<file path="src/rtl/alu_arb_pkg.sv">
// Shared types and helpers for the ALU round-robin arbiter.
package alu_arb_pkg;

  localparam int unsigned MAX_REQ = 8;

  typedef enum logic {
    S_OPEN   = 1'b0,
    S_LOCKED = 1'b1
  } arb_state_t;

  // Round-robin successor of ptr, wrapping from num_req-1 back to 0.
  function automatic int unsigned next_rr_idx(input int unsigned ptr, input int unsigned num_req);
    return (ptr + 32'd1 >= num_req) ? 32'd0 : ptr + 32'd1;
  endfunction

endpackage

</file>
<file path="src/rtl/rr_pick.sv">
// Combinational round-robin picker: first eligible requester at or after i_ptr,
// wrapping, where eligible means requesting and not masked off.
module rr_pick #(
  parameter int unsigned NUM_REQ  = 2,
  parameter int unsigned IDX_BITS = $clog2(NUM_REQ)
) (
  input  logic [NUM_REQ-1:0]  i_req,
  input  logic [IDX_BITS-1:0] i_ptr,
  input  logic [NUM_REQ-1:0]  i_mask,
  output logic [NUM_REQ-1:0]  o_grant,
  output logic [IDX_BITS-1:0] o_idx,
  output logic                o_valid
);

  localparam int unsigned CW = IDX_BITS + 1;

  logic [NUM_REQ-1:0] w_elig;
  logic [CW-1:0]      w_cand;

  assign w_elig = i_req & i_mask;

  always_comb begin
    o_grant = '0;
    o_idx   = '0;
    o_valid = 1'b0;
    w_cand  = '0;
    for (int unsigned k = 0; k < NUM_REQ; k++) begin
      w_cand = CW'(i_ptr) + CW'(k);
      if (w_cand >= CW'(NUM_REQ)) begin
        w_cand = w_cand - CW'(NUM_REQ);
      end
      if (!o_valid && w_elig[w_cand[IDX_BITS-1:0]]) begin
        o_valid                          = 1'b1;
        o_idx                            = w_cand[IDX_BITS-1:0];
        o_grant[w_cand[IDX_BITS-1:0]]    = 1'b1;
      end
    end
  end

endmodule

</file>
<file path="src/rtl/alu_arbiter.sv">
// Round-robin arbiter sharing one registered add/sub ALU between NUM_REQ requesters.
// Optional grant locking for multi-op sequences is enabled by defining ALU_ARB_LOCK_EN.
module alu_arbiter
  import alu_arb_pkg::*;
#(
  parameter int unsigned DATA_BITS    = 8,
  parameter int unsigned NUM_REQ      = 2,
  parameter int unsigned REQ_IDX_BITS = $clog2(NUM_REQ)
) (
  input  logic                           clk,
  input  logic                           reset_n,
  input  logic [NUM_REQ-1:0]             req_valid,
  input  logic [NUM_REQ-1:0]             req_sub,
  input  logic [NUM_REQ*DATA_BITS-1:0]   req_a,
  input  logic [NUM_REQ*DATA_BITS-1:0]   req_b,
  input  logic [NUM_REQ-1:0]             req_lock,
  output logic [NUM_REQ-1:0]             req_ready,
  output logic [NUM_REQ-1:0]             rsp_valid,
  output logic [DATA_BITS-1:0]           rsp_result,
  output logic                           rsp_cout,
  output logic                           rsp_zero,
  output logic [DATA_BITS-1:0]           alu_a,
  output logic [DATA_BITS-1:0]           alu_b,
  output logic                           alu_cin,
  input  logic [DATA_BITS-1:0]           alu_result,
  input  logic                           alu_cout,
  input  logic                           alu_zero
);

  logic [REQ_IDX_BITS-1:0] r_rr_ptr;
  logic                    r_inflight_valid;
  logic [REQ_IDX_BITS-1:0] r_inflight_tag;

  logic [NUM_REQ-1:0]      w_mask;
  logic [NUM_REQ-1:0]      w_grant;
  logic [REQ_IDX_BITS-1:0] w_idx;
  logic                    w_pick_valid;
  logic                    w_accept;
  logic [REQ_IDX_BITS-1:0] w_ptr_nxt;
  logic [REQ_IDX_BITS-1:0] w_ptr_win;

  rr_pick #(
    .NUM_REQ  (NUM_REQ),
    .IDX_BITS (REQ_IDX_BITS)
  ) u_rr_pick (
    .i_req   (req_valid),
    .i_ptr   (r_rr_ptr),
    .i_mask  (w_mask),
    .o_grant (w_grant),
    .o_idx   (w_idx),
    .o_valid (w_pick_valid)
  );

  // Grant is suppressed while reset is held so ready/ALU drive drop immediately.
  assign w_accept  = reset_n & w_pick_valid;
  assign w_ptr_win = REQ_IDX_BITS'(next_rr_idx(32'(w_idx), NUM_REQ));

`ifdef ALU_ARB_LOCK_EN
  arb_state_t              r_state;
  arb_state_t              w_state_nxt;
  logic [REQ_IDX_BITS-1:0] r_owner;
  logic [REQ_IDX_BITS-1:0] w_owner_nxt;
  logic [REQ_IDX_BITS-1:0] w_ptr_own;

  assign w_ptr_own = REQ_IDX_BITS'(next_rr_idx(32'(r_owner), NUM_REQ));

  always_ff @(posedge clk or negedge reset_n) begin
    if (!reset_n) begin
      r_state <= S_OPEN;
      r_owner <= '0;
    end else begin
      r_state <= w_state_nxt;
      r_owner <= w_owner_nxt;
    end
  end

  // While locked only the owner is eligible.
  always_comb begin
    w_mask = '1;
    if (r_state == S_LOCKED) begin
      w_mask          = '0;
      w_mask[r_owner] = 1'b1;
    end
  end

  // Lock exits on an unlocking owner op or when the owner drops valid.
  always_comb begin
    w_state_nxt = r_state;
    w_owner_nxt = r_owner;
    w_ptr_nxt   = r_rr_ptr;
    case (r_state)
      S_OPEN: begin
        if (w_accept) begin
          w_ptr_nxt = w_ptr_win;
          if (req_lock[w_idx]) begin
            w_state_nxt = S_LOCKED;
            w_owner_nxt = w_idx;
          end
        end
      end
      S_LOCKED: begin
        if (!req_valid[r_owner] || (w_accept && !req_lock[r_owner])) begin
          w_state_nxt = S_OPEN;
          w_ptr_nxt   = w_ptr_own;
        end
      end
      default: begin
        w_state_nxt = S_OPEN;
      end
    endcase
  end
`else
  logic w_unused_lock;

  assign w_unused_lock = ^req_lock;
  assign w_mask        = '1;

  always_comb begin
    w_ptr_nxt = r_rr_ptr;
    if (w_accept) begin
      w_ptr_nxt = w_ptr_win;
    end
  end
`endif

  always_ff @(posedge clk or negedge reset_n) begin
    if (!reset_n) begin
      r_rr_ptr         <= '0;
      r_inflight_valid <= 1'b0;
      r_inflight_tag   <= '0;
    end else begin
      r_rr_ptr         <= w_ptr_nxt;
      r_inflight_valid <= w_accept;
      if (w_accept) begin
        r_inflight_tag <= w_idx;
      end
    end
  end

  // Winner's operands go straight to the ALU, which registers them on the accepting edge.
  always_comb begin
    req_ready = '0;
    alu_a     = '0;
    alu_b     = '0;
    alu_cin   = 1'b0;
    if (w_accept) begin
      req_ready = w_grant;
      alu_a     = req_a[32'(w_idx)*DATA_BITS +: DATA_BITS];
      alu_b     = req_b[32'(w_idx)*DATA_BITS +: DATA_BITS];
      alu_cin   = req_sub[w_idx];
    end
  end

  always_comb begin
    rsp_valid = '0;
    if (r_inflight_valid) begin
      rsp_valid[r_inflight_tag] = 1'b1;
    end
  end

  assign rsp_result = alu_result;
  assign rsp_cout   = alu_cout;
  assign rsp_zero   = alu_zero;

endmodule

</file>
<file path="config.mk">
export PLATFORM = sky130hd
export DESIGN_NAME = alu_arbiter
export DESIGN_NICKNAME = d
export VERILOG_FILES = /design/src/rtl/alu_arb_pkg.sv /design/src/rtl/rr_pick.sv /design/src/rtl/alu_arbiter.sv
export SDC_FILE = /design/constraint.sdc
export NUM_CORES = 1
export LEC_CHECK = 0
export CAP_MARGIN = 20
export CORE_MARGIN = 2
export CORE_UTILIZATION = 23
export CTS_CLUSTER_DIAMETER = 40
export DETAILED_ROUTE_END_ITERATION = 7
export GPL_ROUTABILITY_DRIVEN = 1
export GPL_TIMING_DRIVEN = 1
export PLACE_DENSITY = 0.83
export SLEW_MARGIN = 20
export SYNTH_ARGS = -nofsm -noshare
export SYNTH_HDL_FRONTEND = slang
export SYNTH_HIERARCHICAL = 1
export SYNTH_SLANG_ARGS = --single-unit
</file>
<file path="constraint.sdc">
create_clock -name clk -period 1.94 [get_ports clk]
set_input_delay 0.485 -clock clk [delete_from_list [all_inputs] [get_ports clk]]
set_output_delay 0.485 -clock clk [all_outputs]
set_load 0.05 [all_outputs]
</file>
==> results.ini <==
[setup_path]
r2r_setup_slack_ns=0.65
start_kind=input pin
reg2reg_from=r_rr_ptr
worstPathCellList=buf_8 > nand2_4 > o21ba_4 > buf_12 > mux2i_4 > nor2_4 > buf_12
worstPathRequired_ns=1.45
path_max_fanout=5
r2r_cells=4
cp_common_cell=buf_12
crit_path_end_kind=output pin
regToRegEndpoint=r_inflight_tag
crit_slowest_cell=o21ba_4
crit_type=in -> out
critical_path_arrival_ns=1.52
cpPeakStageDelay_ns=0.29

[logic_synthesis]
yosysSeqAreaShare_pct=14.08
syn-mean-instance-area_sq_um=7.955
syn-cell-area_sq_um=533.0
synth.distinct_cells=15
ys_ff_latch=3
synthCells=67
yosysWarnings=6

[clocking]
path_clk_slew_ns=0.04
clkLatencyLatePin_ns=0.24
clk_path_buf_depth=2
clock_sinks=3
cts_tree=built
root_buffer=clkbuf_4
htree_levels=1
cts_buffers=3

[sta]
rsz0062_at_grt=true
hold_violations=0
drv_slew=0
fin_skew_ns=0.0009283
period_minus_slack_ns=2.001
finalCritPeriodShare_pct=103.1
hold_slack_ns=0.3091
setup_viol=17
max_freq_mhz=499.8
fin_ws_ns=-0.06075
fin_tns_setup_ns=-0.7919

[global_route]
antenna_found_initial=0
grt_max_degree=6
grt.total_usage_pct=21.18
grt_pass1_wl_um=3967
globalRoute.totalOverflow=0
grt_pass1_vias=852

[floorplan]
fp.dieW_um=52.14
die_h_um=52.14
coreArea_sq_um=2212
ios=81
start_util_pct=24.10
die-area_sq_um=2719
rows=17

[cells_and_area]
fillers=127
final_nets=184
final_common_cell=clkdlybuf4s50_1
instances_no_fill=161
finalCoreUtilization_pct=81.50
antenna_cells=0
final_cell_mix=clkdlybuf4s50_1 (34), buf_12 (22), mux2i_4 (17), nor2_4 (17), buf_4 (10)
multi_input_area_sq_um=691.9
fin_area_sq_um=1803
syn2layout_area_growth_pct=238.3
register_area_sq_um=75.07
drive_above_1_share_pct=60.90

[place]
place_inst=147
dpl-instance-area_sq_um=1356
post-dp-hpwl_um=1646
place_congestion=0.6491
post-place-ws_ns=-0.5552
port_buffers=58

[power_and_ir_drop]
p_total_mw=0.6813
seqPwrFrac_pct=11.1
power_switching_mw=0.2660
internal-power_mw=0.4153
combPwrFrac_pct=72.2
power.density_nw_per_um2=377.9
pwr-share-clk_pct=16.7
leakagePower_nw=0.6782
ir_drop_uv=291.2
power_switching_share_pct=39.04

[job]
maxCapViolCount=0

[route]
drt_iter0_markers=6
vias=748
routed_wl_um=2742
drc=0
postRouteAntennaNets=0
firstDrtPassIters=3
viasPerCell=4.646
avgRoutedWirePerCell_um=17.03

[status]
violations=negative setup slack
status=complete, but fails checks

[hold_path]
hold_path.class=in -> async

-- cell usage after synthesis --
| cell | count | area [sq um] |
|---|---|---|
| mux2_2 | 1 | 11.26 |
| buf_4 | 11 | 82.58 |
| o21ba_1 | 2 | 20.02 |
| nor2b_1 | 1 | 6.260 |
| nand2_1 | 4 | 15.01 |
| and2_1 | 1 | 6.260 |
| inv_1 | 2 | 7.510 |
| mux2i_1 | 18 | 180.2 |
| buf_12 | 1 | 20.02 |
| dfrtp_1 | 3 | 75.07 |
| a31oi_1 | 1 | 6.260 |
| conb_1 | 1 | 3.750 |
| buf_6 | 2 | 22.52 |
| and3_1 | 2 | 12.51 |
| nor2_1 | 17 | 63.81 |
-- cells by family (layout without fill, tap and decap cells) --
group	count (synthesis)	after routing	share of synthesized area [%]
buffers and inverters	16	80	24.88
AO/OA/AOI/OAI	3	3	4.930
flip-flops	3	3	14.08
AND/OR/NAND/NOR	25	25	19.48
multiplexers	19	19	35.91
other	1	3	0.7035
-- flip-flops by register name, summed over array words and instances (netlist names) --
name and flops:
r_inflight_tag 1, r_inflight_valid 1, r_rr_ptr 1
-- how the worst max path moves through the flow --
stage	from	to	cells past startpoint
after floorplan	req_valid[0]	alu_a[0]	6
final	req_valid[1]	alu_a[2]	7
after global routing	req_valid[1]	alu_b[7]	7
after detailed placement	req_valid[1]	alu_a[4]	7
after CTS	req_valid[1]	alu_cin	7
after global placement	req_valid[1]	alu_a[4]	7
-- worst max-delay path: cells and delay by family --
family	cells	cell delay [ns]
buffers and inverters	3	0.39
AO/OA/AOI/OAI	1	0.29
AND/OR/NAND/NOR	2	0.10
multiplexers	1	0.25
-- area by class of cell --
class                      instances  area share [%]
tap                               28           1.943
multi-input combinational         50           38.38
clock buffer                       4           1.457
timing repair buffer              74           53.64
inverter                           2          0.4164
sequential                         3           4.164
-- per-layer routing --
metal	vias up	wire length (um)	global-route usage, %
met5	-	0	0
met4	0	49	13.25
met3	4	148	6.609
met2	33	1714	42.41
met1	369	830	17.22
li1	342	-	-
-- power by group through the flow --
stage | registers [mW] | logic (mW) | clock network (mW)
final | 0.0758 | 0.492 | 0.114
after global routing | 0.0772 | 0.509 | 0.128
after CTS | 0.0754 | 0.473 | 0.115
after detailed placement | 0.0773 | 0.351 | 0
after global placement | 0.0765 | 0.343 | 0
after floorplan | 0.0756 | 0.229 | 0
-- repair_timing --
item | CTS | global route
buffers inserted | 6 | 0
hold buffers | 0 | 0
resized for setup | 70 | 6
endpoints found under the setup margin | 19 | 17
pin swaps | 5 | 1
gates cloned | 4 | 0
(Power assumes the default switching activity.)
